File: src/rtl/lcd12864_bus_ctrl_pkg.sv
// Shared types and constants for the LCD12864 (ST7920) parallel bus sequencer.
package lcd12864_pkg;

  typedef enum logic [2:0] {
    ST_IDLE,
    ST_SETUP,
    ST_STROBE,
    ST_HOLD,
    ST_P_SETUP,
    ST_P_STROBE,
    ST_P_HOLD,
    ST_WAIT
  } state_e;

  typedef enum logic [1:0] {
    PH_IDLE,
    PH_AS,
    PH_PW,
    PH_H
  } strb_phase_e;

  localparam int   BF_BIT   = 7;
  localparam logic RS_INSTR = 1'b0;
  localparam logic RS_DATA  = 1'b1;
  localparam logic RW_WRITE = 1'b0;
  localparam logic RW_READ  = 1'b1;

  localparam logic [7:0] CLEAR          = 8'h01;
  localparam logic [7:0] FUNC_SET_BASIC = 8'h30;
  localparam logic [7:0] DISP_ON        = 8'h0C;

  // Bits needed to hold 0..maxv.
  function automatic int cnt_w(input int maxv);
    return (maxv < 1) ? 1 : $clog2(maxv + 1);
  endfunction

endpackage

File: src/rtl/lcd12864_bus_ctrl_if.sv
// Command/response handshake plus LCD pad signals of the bus sequencer.
interface lcd12864_bus_ctrl_if;
  logic       cmd_valid;
  logic       cmd_ready;
  logic       cmd_rs;
  logic       cmd_rw;
  logic [7:0] cmd_data;
  logic       rsp_valid;
  logic [7:0] rsp_data;
  logic       busy;
  logic       err_timeout;
  logic       lcd_e;
  logic       lcd_rw;
  logic       lcd_rs;
  logic [7:0] lcd_data_o;
  logic       lcd_data_oe;
  logic [7:0] lcd_data_i;

  // Host side: issues commands, sees responses and drives the pad input.
  modport master (
    output cmd_valid, cmd_rs, cmd_rw, cmd_data, lcd_data_i,
    input  cmd_ready, rsp_valid, rsp_data, busy, err_timeout,
    input  lcd_e, lcd_rw, lcd_rs, lcd_data_o, lcd_data_oe
  );

  // Controller side.
  modport slave (
    input  cmd_valid, cmd_rs, cmd_rw, cmd_data, lcd_data_i,
    output cmd_ready, rsp_valid, rsp_data, busy, err_timeout,
    output lcd_e, lcd_rw, lcd_rs, lcd_data_o, lcd_data_oe
  );
endinterface

File: src/rtl/lcd12864_strobe.sv
// One E-strobe bus cycle: address setup, E pulse, hold. Restartable on the
// last hold cycle so poll reads can follow each other without an idle gap.
module lcd12864_strobe
  import lcd12864_pkg::*;
#(
  parameter int T_AS = 2,
  parameter int T_PW = 25,
  parameter int T_H  = 2
) (
  input  logic clk_i,
  input  logic rst_i,
  input  logic start_i,
  output logic e_o,
  output logic phase_end_o,
  output logic sample_o,
  output logic done_o
);

  localparam int MAXT = (T_AS > T_PW) ? ((T_AS > T_H) ? T_AS : T_H)
                                      : ((T_PW > T_H) ? T_PW : T_H);
  localparam int CW = cnt_w(MAXT);
  localparam logic [CW-1:0] AS_LAST = CW'(T_AS - 1);
  localparam logic [CW-1:0] PW_LAST = CW'(T_PW - 1);
  localparam logic [CW-1:0] H_LAST  = CW'(T_H - 1);

  strb_phase_e   phase_q, phase_d;
  logic [CW-1:0] cnt_q, cnt_d;
  logic          last;

  // Phase sequencing and per-phase cycle counting.
  always_comb begin
    phase_d = phase_q;
    cnt_d   = cnt_q + 1'b1;
    last    = 1'b0;
    case (phase_q)
      PH_AS:   last = (cnt_q == AS_LAST);
      PH_PW:   last = (cnt_q == PW_LAST);
      PH_H:    last = (cnt_q == H_LAST);
      default: cnt_d = '0;
    endcase
    if (last) begin
      cnt_d = '0;
      case (phase_q)
        PH_AS:   phase_d = PH_PW;
        PH_PW:   phase_d = PH_H;
        default: phase_d = PH_IDLE;
      endcase
    end
    if (start_i && ((phase_q == PH_IDLE) || ((phase_q == PH_H) && last))) begin
      phase_d = PH_AS;
      cnt_d   = '0;
    end
  end

  // Phase and counter registers.
  always_ff @(posedge clk_i) begin
    if (rst_i) begin
      phase_q <= PH_IDLE;
      cnt_q   <= '0;
    end else begin
      phase_q <= phase_d;
      cnt_q   <= cnt_d;
    end
  end

  assign e_o         = (phase_q == PH_PW);
  assign phase_end_o = last;
  assign sample_o    = last && (phase_q == PH_PW);
  assign done_o      = last && (phase_q == PH_H);

endmodule

File: src/rtl/lcd12864_bus_ctrl.sv
// Byte-level LCD12864 bus sequencer: one command per handshake, E timing,
// then either busy-flag polling or a fixed settle wait.
module lcd12864_bus_ctrl
  import lcd12864_pkg::*;
#(
  parameter int T_AS      = 2,
  parameter int T_PW      = 25,
  parameter int T_H       = 2,
  parameter int POLL_BUSY = 0,
  parameter int WAIT_CYC  = 4000,
  parameter int POLL_MAX  = 255
) (
  input logic           csi_clk,
  input logic           csi_reset,
  lcd12864_bus_ctrl_if.slave bus
);

  localparam int WCW = cnt_w(WAIT_CYC);
  localparam int PCW = cnt_w(POLL_MAX);
  localparam logic [WCW-1:0] WAIT_LAST = WCW'(WAIT_CYC - 1);
  localparam logic [PCW-1:0] POLL_LIM  = PCW'(POLL_MAX);

  state_e         state_q, state_d;
  logic           rs_q, rs_d, rw_q, rw_d, oe_q, oe_d;
  logic [7:0]     data_q, data_d;
  logic           rsp_valid_q, rsp_valid_d;
  logic [7:0]     rsp_data_q, rsp_data_d;
  logic           err_q, err_d, bf_q, bf_d;
  logic [PCW-1:0] poll_q, poll_d;
  logic [WCW-1:0] wait_q, wait_d;
  logic           strb_start, strb_e, strb_end, strb_sample, strb_done;
  logic           accept;

  lcd12864_strobe #(.T_AS(T_AS), .T_PW(T_PW), .T_H(T_H)) u_strobe (
    .clk_i      (csi_clk),
    .rst_i      (csi_reset),
    .start_i    (strb_start),
    .e_o        (strb_e),
    .phase_end_o(strb_end),
    .sample_o   (strb_sample),
    .done_o     (strb_done)
  );

  assign bus.cmd_ready = (state_q == ST_IDLE) && !csi_reset;
  assign accept        = bus.cmd_valid && bus.cmd_ready;

  // Next-state and bus-line decisions for the command/poll sequence.
  always_comb begin
    state_d     = state_q;
    rs_d        = rs_q;
    rw_d        = rw_q;
    oe_d        = oe_q;
    data_d      = data_q;
    rsp_valid_d = 1'b0;
    rsp_data_d  = rsp_data_q;
    err_d       = err_q;
    bf_d        = bf_q;
    poll_d      = poll_q;
    wait_d      = wait_q;
    strb_start  = 1'b0;
    case (state_q)
      ST_IDLE: begin
        if (accept) begin
          rs_d       = bus.cmd_rs;
          rw_d       = bus.cmd_rw;
          data_d     = bus.cmd_data;
          oe_d       = ~bus.cmd_rw;
          poll_d     = '0;
          strb_start = 1'b1;
          state_d    = ST_SETUP;
        end
      end
      ST_SETUP:  if (strb_end) state_d = ST_STROBE;
      ST_STROBE: begin
        if (strb_sample) begin
          state_d = ST_HOLD;
          if (rw_q == RW_READ) begin
            rsp_data_d  = bus.lcd_data_i;
            rsp_valid_d = 1'b1;
          end
        end
      end
      ST_HOLD: begin
        if (strb_done) begin
          // Hold time has elapsed, so the pad can be released here.
          rw_d = RW_READ;
          oe_d = 1'b0;
          if (POLL_BUSY != 0) begin
            rs_d       = RS_INSTR;
            strb_start = 1'b1;
            state_d    = ST_P_SETUP;
          end else begin
            wait_d  = '0;
            state_d = ST_WAIT;
          end
        end
      end
      ST_P_SETUP:  if (strb_end) state_d = ST_P_STROBE;
      ST_P_STROBE: begin
        if (strb_sample) begin
          bf_d    = bus.lcd_data_i[BF_BIT];
          state_d = ST_P_HOLD;
        end
      end
      ST_P_HOLD: begin
        if (strb_done) begin
          if (!bf_q) begin
            state_d = ST_IDLE;
          end else if (poll_q < POLL_LIM) begin
            poll_d     = poll_q + 1'b1;
            strb_start = 1'b1;
            state_d    = ST_P_SETUP;
          end else begin
            err_d   = 1'b1;
            state_d = ST_IDLE;
          end
        end
      end
      ST_WAIT: begin
        if (wait_q == WAIT_LAST) state_d = ST_IDLE;
        else                     wait_d  = wait_q + 1'b1;
      end
      default: state_d = ST_IDLE;
    endcase
  end

  // State, bus-line and response registers.
  always_ff @(posedge csi_clk) begin
    if (csi_reset) begin
      state_q     <= ST_IDLE;
      rs_q        <= 1'b0;
      rw_q        <= 1'b1;
      oe_q        <= 1'b0;
      data_q      <= '0;
      rsp_valid_q <= 1'b0;
      rsp_data_q  <= '0;
      err_q       <= 1'b0;
      bf_q        <= 1'b0;
      poll_q      <= '0;
      wait_q      <= '0;
    end else begin
      state_q     <= state_d;
      rs_q        <= rs_d;
      rw_q        <= rw_d;
      oe_q        <= oe_d;
      data_q      <= data_d;
      rsp_valid_q <= rsp_valid_d;
      rsp_data_q  <= rsp_data_d;
      err_q       <= err_d;
      bf_q        <= bf_d;
      poll_q      <= poll_d;
      wait_q      <= wait_d;
    end
  end

  assign bus.rsp_valid   = rsp_valid_q;
  assign bus.rsp_data    = rsp_data_q;
  assign bus.busy        = (state_q != ST_IDLE);
  assign bus.err_timeout = err_q;
  assign bus.lcd_e       = strb_e;
  assign bus.lcd_rw      = rw_q;
  assign bus.lcd_rs      = rs_q;
  assign bus.lcd_data_o  = data_q;
  assign bus.lcd_data_oe = oe_q;

endmodule

File: src/flat_wrapper.sv
// flat-port wrapper written by rule: the top's interface ports become plain ports
module lcd12864_bus_ctrl_flat import lcd12864_pkg::*;
#(
  parameter int T_AS      = 2,
  parameter int T_PW      = 25,
  parameter int T_H       = 2,
  parameter int POLL_BUSY = 0,
  parameter int WAIT_CYC  = 4000,
  parameter int POLL_MAX  = 255
)
  (csi_clk, csi_reset, bus_cmd_valid, bus_cmd_rs, bus_cmd_rw, bus_cmd_data, bus_lcd_data_i, bus_cmd_ready, bus_rsp_valid, bus_rsp_data, bus_busy, bus_err_timeout, bus_lcd_e, bus_lcd_rw, bus_lcd_rs, bus_lcd_data_o, bus_lcd_data_oe);
  lcd12864_bus_ctrl_if bus_i ();
  input logic csi_clk;
  input logic csi_reset;
  input wire logic [$bits(bus_i.cmd_valid)-1:0] bus_cmd_valid;
  input wire logic [$bits(bus_i.cmd_rs)-1:0] bus_cmd_rs;
  input wire logic [$bits(bus_i.cmd_rw)-1:0] bus_cmd_rw;
  input wire logic [$bits(bus_i.cmd_data)-1:0] bus_cmd_data;
  input wire logic [$bits(bus_i.lcd_data_i)-1:0] bus_lcd_data_i;
  output wire logic [$bits(bus_i.cmd_ready)-1:0] bus_cmd_ready;
  output wire logic [$bits(bus_i.rsp_valid)-1:0] bus_rsp_valid;
  output wire logic [$bits(bus_i.rsp_data)-1:0] bus_rsp_data;
  output wire logic [$bits(bus_i.busy)-1:0] bus_busy;
  output wire logic [$bits(bus_i.err_timeout)-1:0] bus_err_timeout;
  output wire logic [$bits(bus_i.lcd_e)-1:0] bus_lcd_e;
  output wire logic [$bits(bus_i.lcd_rw)-1:0] bus_lcd_rw;
  output wire logic [$bits(bus_i.lcd_rs)-1:0] bus_lcd_rs;
  output wire logic [$bits(bus_i.lcd_data_o)-1:0] bus_lcd_data_o;
  output wire logic [$bits(bus_i.lcd_data_oe)-1:0] bus_lcd_data_oe;
  assign bus_i.cmd_valid = bus_cmd_valid;
  assign bus_i.cmd_rs = bus_cmd_rs;
  assign bus_i.cmd_rw = bus_cmd_rw;
  assign bus_i.cmd_data = bus_cmd_data;
  assign bus_i.lcd_data_i = bus_lcd_data_i;
  assign bus_cmd_ready = bus_i.cmd_ready;
  assign bus_rsp_valid = bus_i.rsp_valid;
  assign bus_rsp_data = bus_i.rsp_data;
  assign bus_busy = bus_i.busy;
  assign bus_err_timeout = bus_i.err_timeout;
  assign bus_lcd_e = bus_i.lcd_e;
  assign bus_lcd_rw = bus_i.lcd_rw;
  assign bus_lcd_rs = bus_i.lcd_rs;
  assign bus_lcd_data_o = bus_i.lcd_data_o;
  assign bus_lcd_data_oe = bus_i.lcd_data_oe;
  lcd12864_bus_ctrl #(.T_AS(T_AS), .T_PW(T_PW), .T_H(T_H), .POLL_BUSY(POLL_BUSY), .WAIT_CYC(WAIT_CYC), .POLL_MAX(POLL_MAX)) u_core (.csi_clk(csi_clk), .csi_reset(csi_reset), .bus(bus_i));
endmodule
File: config.mk
export PLATFORM = sky130hd
export DESIGN_NAME = lcd12864_bus_ctrl_flat
export DESIGN_NICKNAME = d
export VERILOG_FILES = /design/src/rtl/lcd12864_bus_ctrl_pkg.sv /design/src/rtl/lcd12864_bus_ctrl_if.sv /design/src/rtl/lcd12864_strobe.sv /design/src/rtl/lcd12864_bus_ctrl.sv /design/src/flat_wrapper.sv
export SDC_FILE = /design/constraint.sdc
export NUM_CORES = 1
export LEC_CHECK = 0
export ABC_AREA = 1
export CAP_MARGIN = 20
export CORE_UTILIZATION = 30
export CTS_CLUSTER_DIAMETER = 100
export CTS_CLUSTER_SIZE = 28
export DETAILED_ROUTE_END_ITERATION = 8
export SYNTH_ARGS = -nofsm -noshare
export SYNTH_HDL_FRONTEND = slang
export SYNTH_SLANG_ARGS = --single-unit
File: constraint.sdc
create_clock -name csi_clk -period 2.6 [get_ports csi_clk]
set_input_delay 0.65 -clock csi_clk [delete_from_list [all_inputs] [get_ports csi_clk]]
set_output_delay 0.65 -clock csi_clk [all_outputs]
set_load 0.02 [all_outputs]
## Word-level counts from Yosys, hierarchy flattened

Index checks and enable logic that the tools add are counted.

- Input bits: 21
- Output and inout port bits: 24
- Memories: 0
- Bits in read-only memories: 0
- Latch bits: 0
- Register bits: 52
- RAM bits: 0

- Add/subtract/negate cells: 3
- Mux-type cells: 35
- Bitwise gates (word level): 5
- Reductions and logical operators: 27
- $lt $le $gt $ge: 1
- Equal/unequal tests: 24
- Div/mod/pow operators: 0
- Multiply operators: 0
- Shift operators: 0

Operators by type and width:

| cell | number |
|---|---|
| 2-to-1 mux 8 bit | 4 |
| 2-to-1 mux 3 bit | 10 |
| 2-to-1 mux 12 bit | 2 |
| case mux 12 bit (2 select lines) | 1 |
| case mux 3 bit (8 select lines) | 1 |
| inequality test 2 x 1 -> 1 bit (second input constant) | 8 |
| case mux 8 bit (2 select lines) | 1 |
| adder 12 x 1 -> 12 bit (second input constant) | 1 |
| == test 12 bit (second input constant) | 1 |
| == test 3 bit (second input constant) | 4 |
| 2-to-1 mux 1 bit | 11 |
| AND reduction 3 bit | 3 |
| adder 8 x 1 -> 8 bit (second input constant) | 1 |
| < comparator 8 bit (second input constant) | 1 |
| case mux 1 bit (2 select lines) | 4 |
| AND reduction 8 bit | 1 |
| nonzero test 2 bit | 4 |
| == test 3 x 2 -> 1 bit (second input constant) | 2 |
| inequality test 2 bit (second input constant) | 3 |
| OR reduction 3 bit | 2 |
| adder 5 x 1 -> 5 bit (second input constant) | 1 |
| == test 5 x 1 -> 1 bit (second input constant) | 1 |
| == test 5 bit (second input constant) | 1 |
| logical AND 1 bit | 5 |
| other kinds (15) | 22 |

## Longest topological paths before layout

- Depth after elaboration: 8
- Mapped depth: 14

## By module

From an unflattened synthesis, not the netlist that was laid out.

- Cell total of the unflattened synthesis: 397
- Area, all modules: 2,844.0 µm²

Modules (own cells, without submodules):

| module | instances | area each (µm²) | sequential area each (µm²) | cells each |
|---|---|---|---|---|
| lcd12864_bus_ctrl | 1 | 2,322.2 | 900.9 | 329 |
| lcd12864_strobe | 1 | 521.8 | 140.1 | 68 |

## Worst setup path before layout

Ideal clock, no wire load.

- Path kind: register to register
- Start point: register u_core.u_strobe.phase_q[1]
- End point: register u_core.wait_q[10]
- Period minus slack after synthesis: 1.662 ns
- Data required time: 2.530 ns
- Path slack: 0.938 ns
- Stages on the path, launching flop included: 13
- Arrival: 1.591 ns
- Cell sequence: dfxtp_1 -> inv_1 -> ha_1 -> nor2_1 -> nand3_1 -> nand2_1 -> nand3_4 -> nor2_8 -> nand2_2 -> nand2_2 -> buf_6 -> nand4_1 -> a21oi_1

- Cells in the longest elaborated chain, start to end: 6
- Elaborated cells on any way between the ends: 8
- Classes of those cells: eq/ne (4); mux (1); reduce/logical (3)

Ends and longest elaborated chain:

| item | RTL line | source |
|---|---|---|
| from (decl) | lcd12864_strobe.sv:26 | `strb_phase_e phase_q, phase_d;` |
| from (signal assigned) | lcd12864_strobe.sv:61 | `phase_q <= phase_d;` |
| == test 2 bit or == test 2 x 1 -> 1 bit (tied branches) | lcd12864_strobe.sv:35, lcd12864_strobe.sv:69 |  |
| OR reduction 2 bit (no line) | -- |  |
| case mux 1 bit (2 select lines) | lcd12864_strobe.sv:35 | `case (phase_q)` |
| logical AND 1 bit * | lcd12864_strobe.sv:69 | `assign done_o = last && (phase_q == PH_H);` |
| inequality test 2 x 1 -> 1 bit (no line) * | -- |  |
| AND reduction 3 bit (no line) * | -- |  |
| to (signal assigned) | lcd12864_bus_ctrl.sv:152 | `wait_q <= wait_d;` |
| to (decl) | lcd12864_bus_ctrl.sv:30 | `logic [WCW-1:0] wait_q, wait_d;` |

Every way passes the cells marked *; elsewhere a longest branch is shown, timed or not.
A chain may end at the register's enable or synchronous reset.

## Final worst setup path

- Start point: input csi_reset
- End point: output bus_cmd_ready

- Cells in the longest elaborated chain, start to end: 2

Ends and longest elaborated chain:

| item | RTL line | source |
|---|---|---|
| from (decl) | flat_wrapper.sv:14 | `input logic csi_reset;` |
| zero test 1 bit | lcd12864_bus_ctrl.sv:44 | `assign bus.cmd_ready = (state_q == ST_IDLE) && !csi_reset;` |
| logical AND 1 bit | lcd12864_bus_ctrl.sv:44 |  |
| to (decl) | flat_wrapper.sv:20 | `output wire logic [$bits(bus_i.cmd_ready)-1:0] bus_cmd_ready;` |

Every way passes these cells.

==> impl_metrics.ini <==
[floorplanning]
coreArea_mm2 = 0.00838
die_x_um = 96.2
start_util_pct = 31.7
ios = 45
dieArea_mm2 = 0.00925
rows = 33
fp.dieH_um = 96.2

[run_status]
outcome = finished clean

[setup_path]
critical_path.startpoint = csi_reset
crit_type = primary input to primary output
r2r_end = u_core.wait_q[7]
crit_path_end = bus_cmd_ready
r2r-start = u_core.wait_q[0]
rr_worst_depth = 10
cp.arrival_ns = 1.86
cp.required_ns = 1.95
path_max_fanout = 2
worstSetupEndpointType = primary output
regToRegSetupSlack_ns = 0.57
start_kind = primary input

[timing]
worst_slew_pin_slew_ns = 0.340
drv_slew = 0
fin_crit_sh_pct = 96.5
fmax_mhz = 398
setup-tns-final_ns = 0
setup_viol = 0
period_needed_ns = 2.51
skew_ns = 0.00977
max_slew_margin_pct = 77.1
rsz0062_at_grt = false
hold_viol_final = 0
fin_ws_ns = 0.0906

[yosys]
synth_area_mm2 = 0.00266
syn_nets = 397
ys_warn_count = 0
ys_seq_elements = 52
ys_seq_area_share_pct = 39.1
syn_inst = 369
synth.distinct_cells = 36
syn_area_per_cell_um2 = 7.21

[clock_tree]
ctsResizeCount = 0
cts_buffers = 5
clockRootBuffer = clkbuf_8
cts_tree = yes
htreeDepth = 2
clk_latency_ns = 0.31
cts.clk_slew.worst_paths_ns = 0.09
cts_sinks = 52
cts_post_setup_buffers_inserted = 0
cts.hold.buffers_added = 0
cts.path.max_buffers = 2

[layout]
syn2layout_area_growth_pct = 25.0
antenna_cells = 0
drive_above_1_share_pct = 10.6
final_nets = 444

[hold_path]
worstHoldPathType = flop to flop
min_from = u_core.u_strobe.cnt_q[0]

[detailed_routing]
vias = 2456
drt_iter0_drc = 77
wirelength_mm = 6.04
antenna_left = 0
wl_per_cell_um = 11.6
routed_via_density = 4.70
drc = 0
drtPass1Iterations = 4

[placed_design]
dpl.hpwl_mm = 4.45
port_buffers = 44
place_ws_ns = 0.0890
routabilityCongestion = 0.856

[power_and_ir_drop]
powerDensity_mw_per_mm2 = 652
ir_drop_mv = 0.346
p_leak_nw = 1.33

[global_routing]
grt_max_degree = 18
first_global_vias = 2352
grt_pass1_wl_mm = 10.4
grt_usage_pct = 14.1
antenna_found_initial = 0
grt_remaining_overflow = 0

[job]
maxCapViolations = 0
## where the power goes
part / switching (mW) / internal (mW) / leakage [nW]
Clock: 0.288 / 0.290 / 0.0548
Sequential: 0.0608 / 0.861 / 0.421
Combinational: 0.404 / 0.266 / 0.854
Total: 0.752 / 1.42 / 1.33
## per-layer routing
metal	up-vias	wire length (um)	track usage [%]
li1	1301	-	-
met1	1098	2870	17.9
met2	51	2750	23.2
met3	6	375	4.34
met4	0	44	3.36
met5	-	0	0
## sequential cells by signal, summed over array words and instances (netlist names), 2 cells and up
signal and count:
u_core.bus.lcd_data_o 8, u_core.bus.rsp_data 8, u_core.poll_q 8, u_core.state_q 3, u_core.u_strobe.cnt_q 5, u_core.u_strobe.phase_q 2, u_core.wait_q 12
## Yosys cell counts (all sizes together)
master,number,share of area [%]
nand2,92,14
nor2,64,10
dfxtp,52,39
inv,36,5.1
nand3,32,6.7
a21oi,21,4.1
o21ai,18,3.4
nand4,12,3.1
ha,7,3.3
nor3,7,2.8
nand3b,5,1.4
xor2,5,1.6
buf,4,1.4
clkbuf,4,0.56
a31o,3,0.99
o21a,2,0.56
nor4,1,0.24
o2111ai,1,0.33
o211ai,1,0.28
o21bai,1,0.28
xnor2,1,0.33
## cell usage in the layout, fill, tap and decap left out, types with 2 or more instances in the layout
| cell | netlist | final |
|---|---|---|
| o21a_1 | 2 | 2 |
| nand3b_1 | 5 | 5 |
| nor2_2 | 3 | 3 |
| dfxtp_1 | 52 | 52 |
| clkbuf_8 | 0 | 5 |
| a21oi_1 | 20 | 20 |
| xor2_1 | 5 | 5 |
| buf_4 | 0 | 4 |
| nand2_2 | 8 | 8 |
| nand3_1 | 30 | 30 |
| inv_1 | 30 | 30 |
| o21ai_1 | 2 | 2 |
| ha_1 | 7 | 7 |
| nand4_1 | 11 | 11 |
| nor2_1 | 58 | 58 |
| nor3_4 | 3 | 3 |
| o21ai_0 | 16 | 16 |
| nand2_1 | 83 | 83 |
| inv_2 | 6 | 6 |
| clkdlybuf4s50_1 | 0 | 44 |
| nor2_4 | 2 | 2 |
| nor3_1 | 3 | 3 |
| a31o_2 | 3 | 3 |
## kinds of logic after synthesis
family | Yosys count | synth area share, %
AND/OR/NAND/NOR | 213 | 38.7
flip-flops | 52 | 39.1
AO/OA/AOI/OAI | 47 | 9.93
buffers and inverters | 44 | 7.01
adder cells (fa/ha/maj) | 7 | 3.29
XOR/XNOR | 6 | 1.98
## through the flow
stage | hold WS [ns] | utilization [%] | instance area (um^2) | power [mW] | std cells
2_1_floorplan | 0.430 | - | 2660 | 1.39 | 369
3_3_place_gp | 0.449 | 38.3 | 3210 | 1.60 | 514
3_5_place_dp | 0.455 | 38.3 | 3210 | 1.61 | 514
4_1_cts | 0.476 | 39.7 | 3330 | 2.20 | 522
5_1_grt | 0.491 | 39.7 | 3330 | 2.32 | 522
6_report | 0.469 | 39.7 | 3330 | 2.17 | 522
## layout make-up
cell class / instances / area [um^2]
fill: 899 / 5060
multi-input combinational: 273 / 1430
sequential: 52 / 1040
timing repair buffer: 48 / 470
inverter: 36 / 135
tap: 105 / 131
clock buffer: 5 / 68.8
clock inverter: 3 / 46.3
## worst min path at each step
stage | cells past startpoint | end | slack (ns)
2_1_floorplan | 1 | u_core.u_strobe.cnt_q[0] | 0.43
3_3_place_gp | 1 | u_core.u_strobe.cnt_q[0] | 0.45
3_5_place_dp | 1 | u_core.u_strobe.cnt_q[0] | 0.45
4_1_cts | 2 | u_core.bus.lcd_data_o[7] | 0.48
5_1_grt | 2 | u_core.bus.lcd_data_o[7] | 0.49
6_report | 1 | u_core.u_strobe.cnt_q[0] | 0.47
## worst max-delay path, stage by stage
cell and delay (ns):
clkdlybuf4s50_1 0.46, nor2_4 0.14, clkdlybuf4s50_1 0.61
Power figures use the tool's default switching activity.
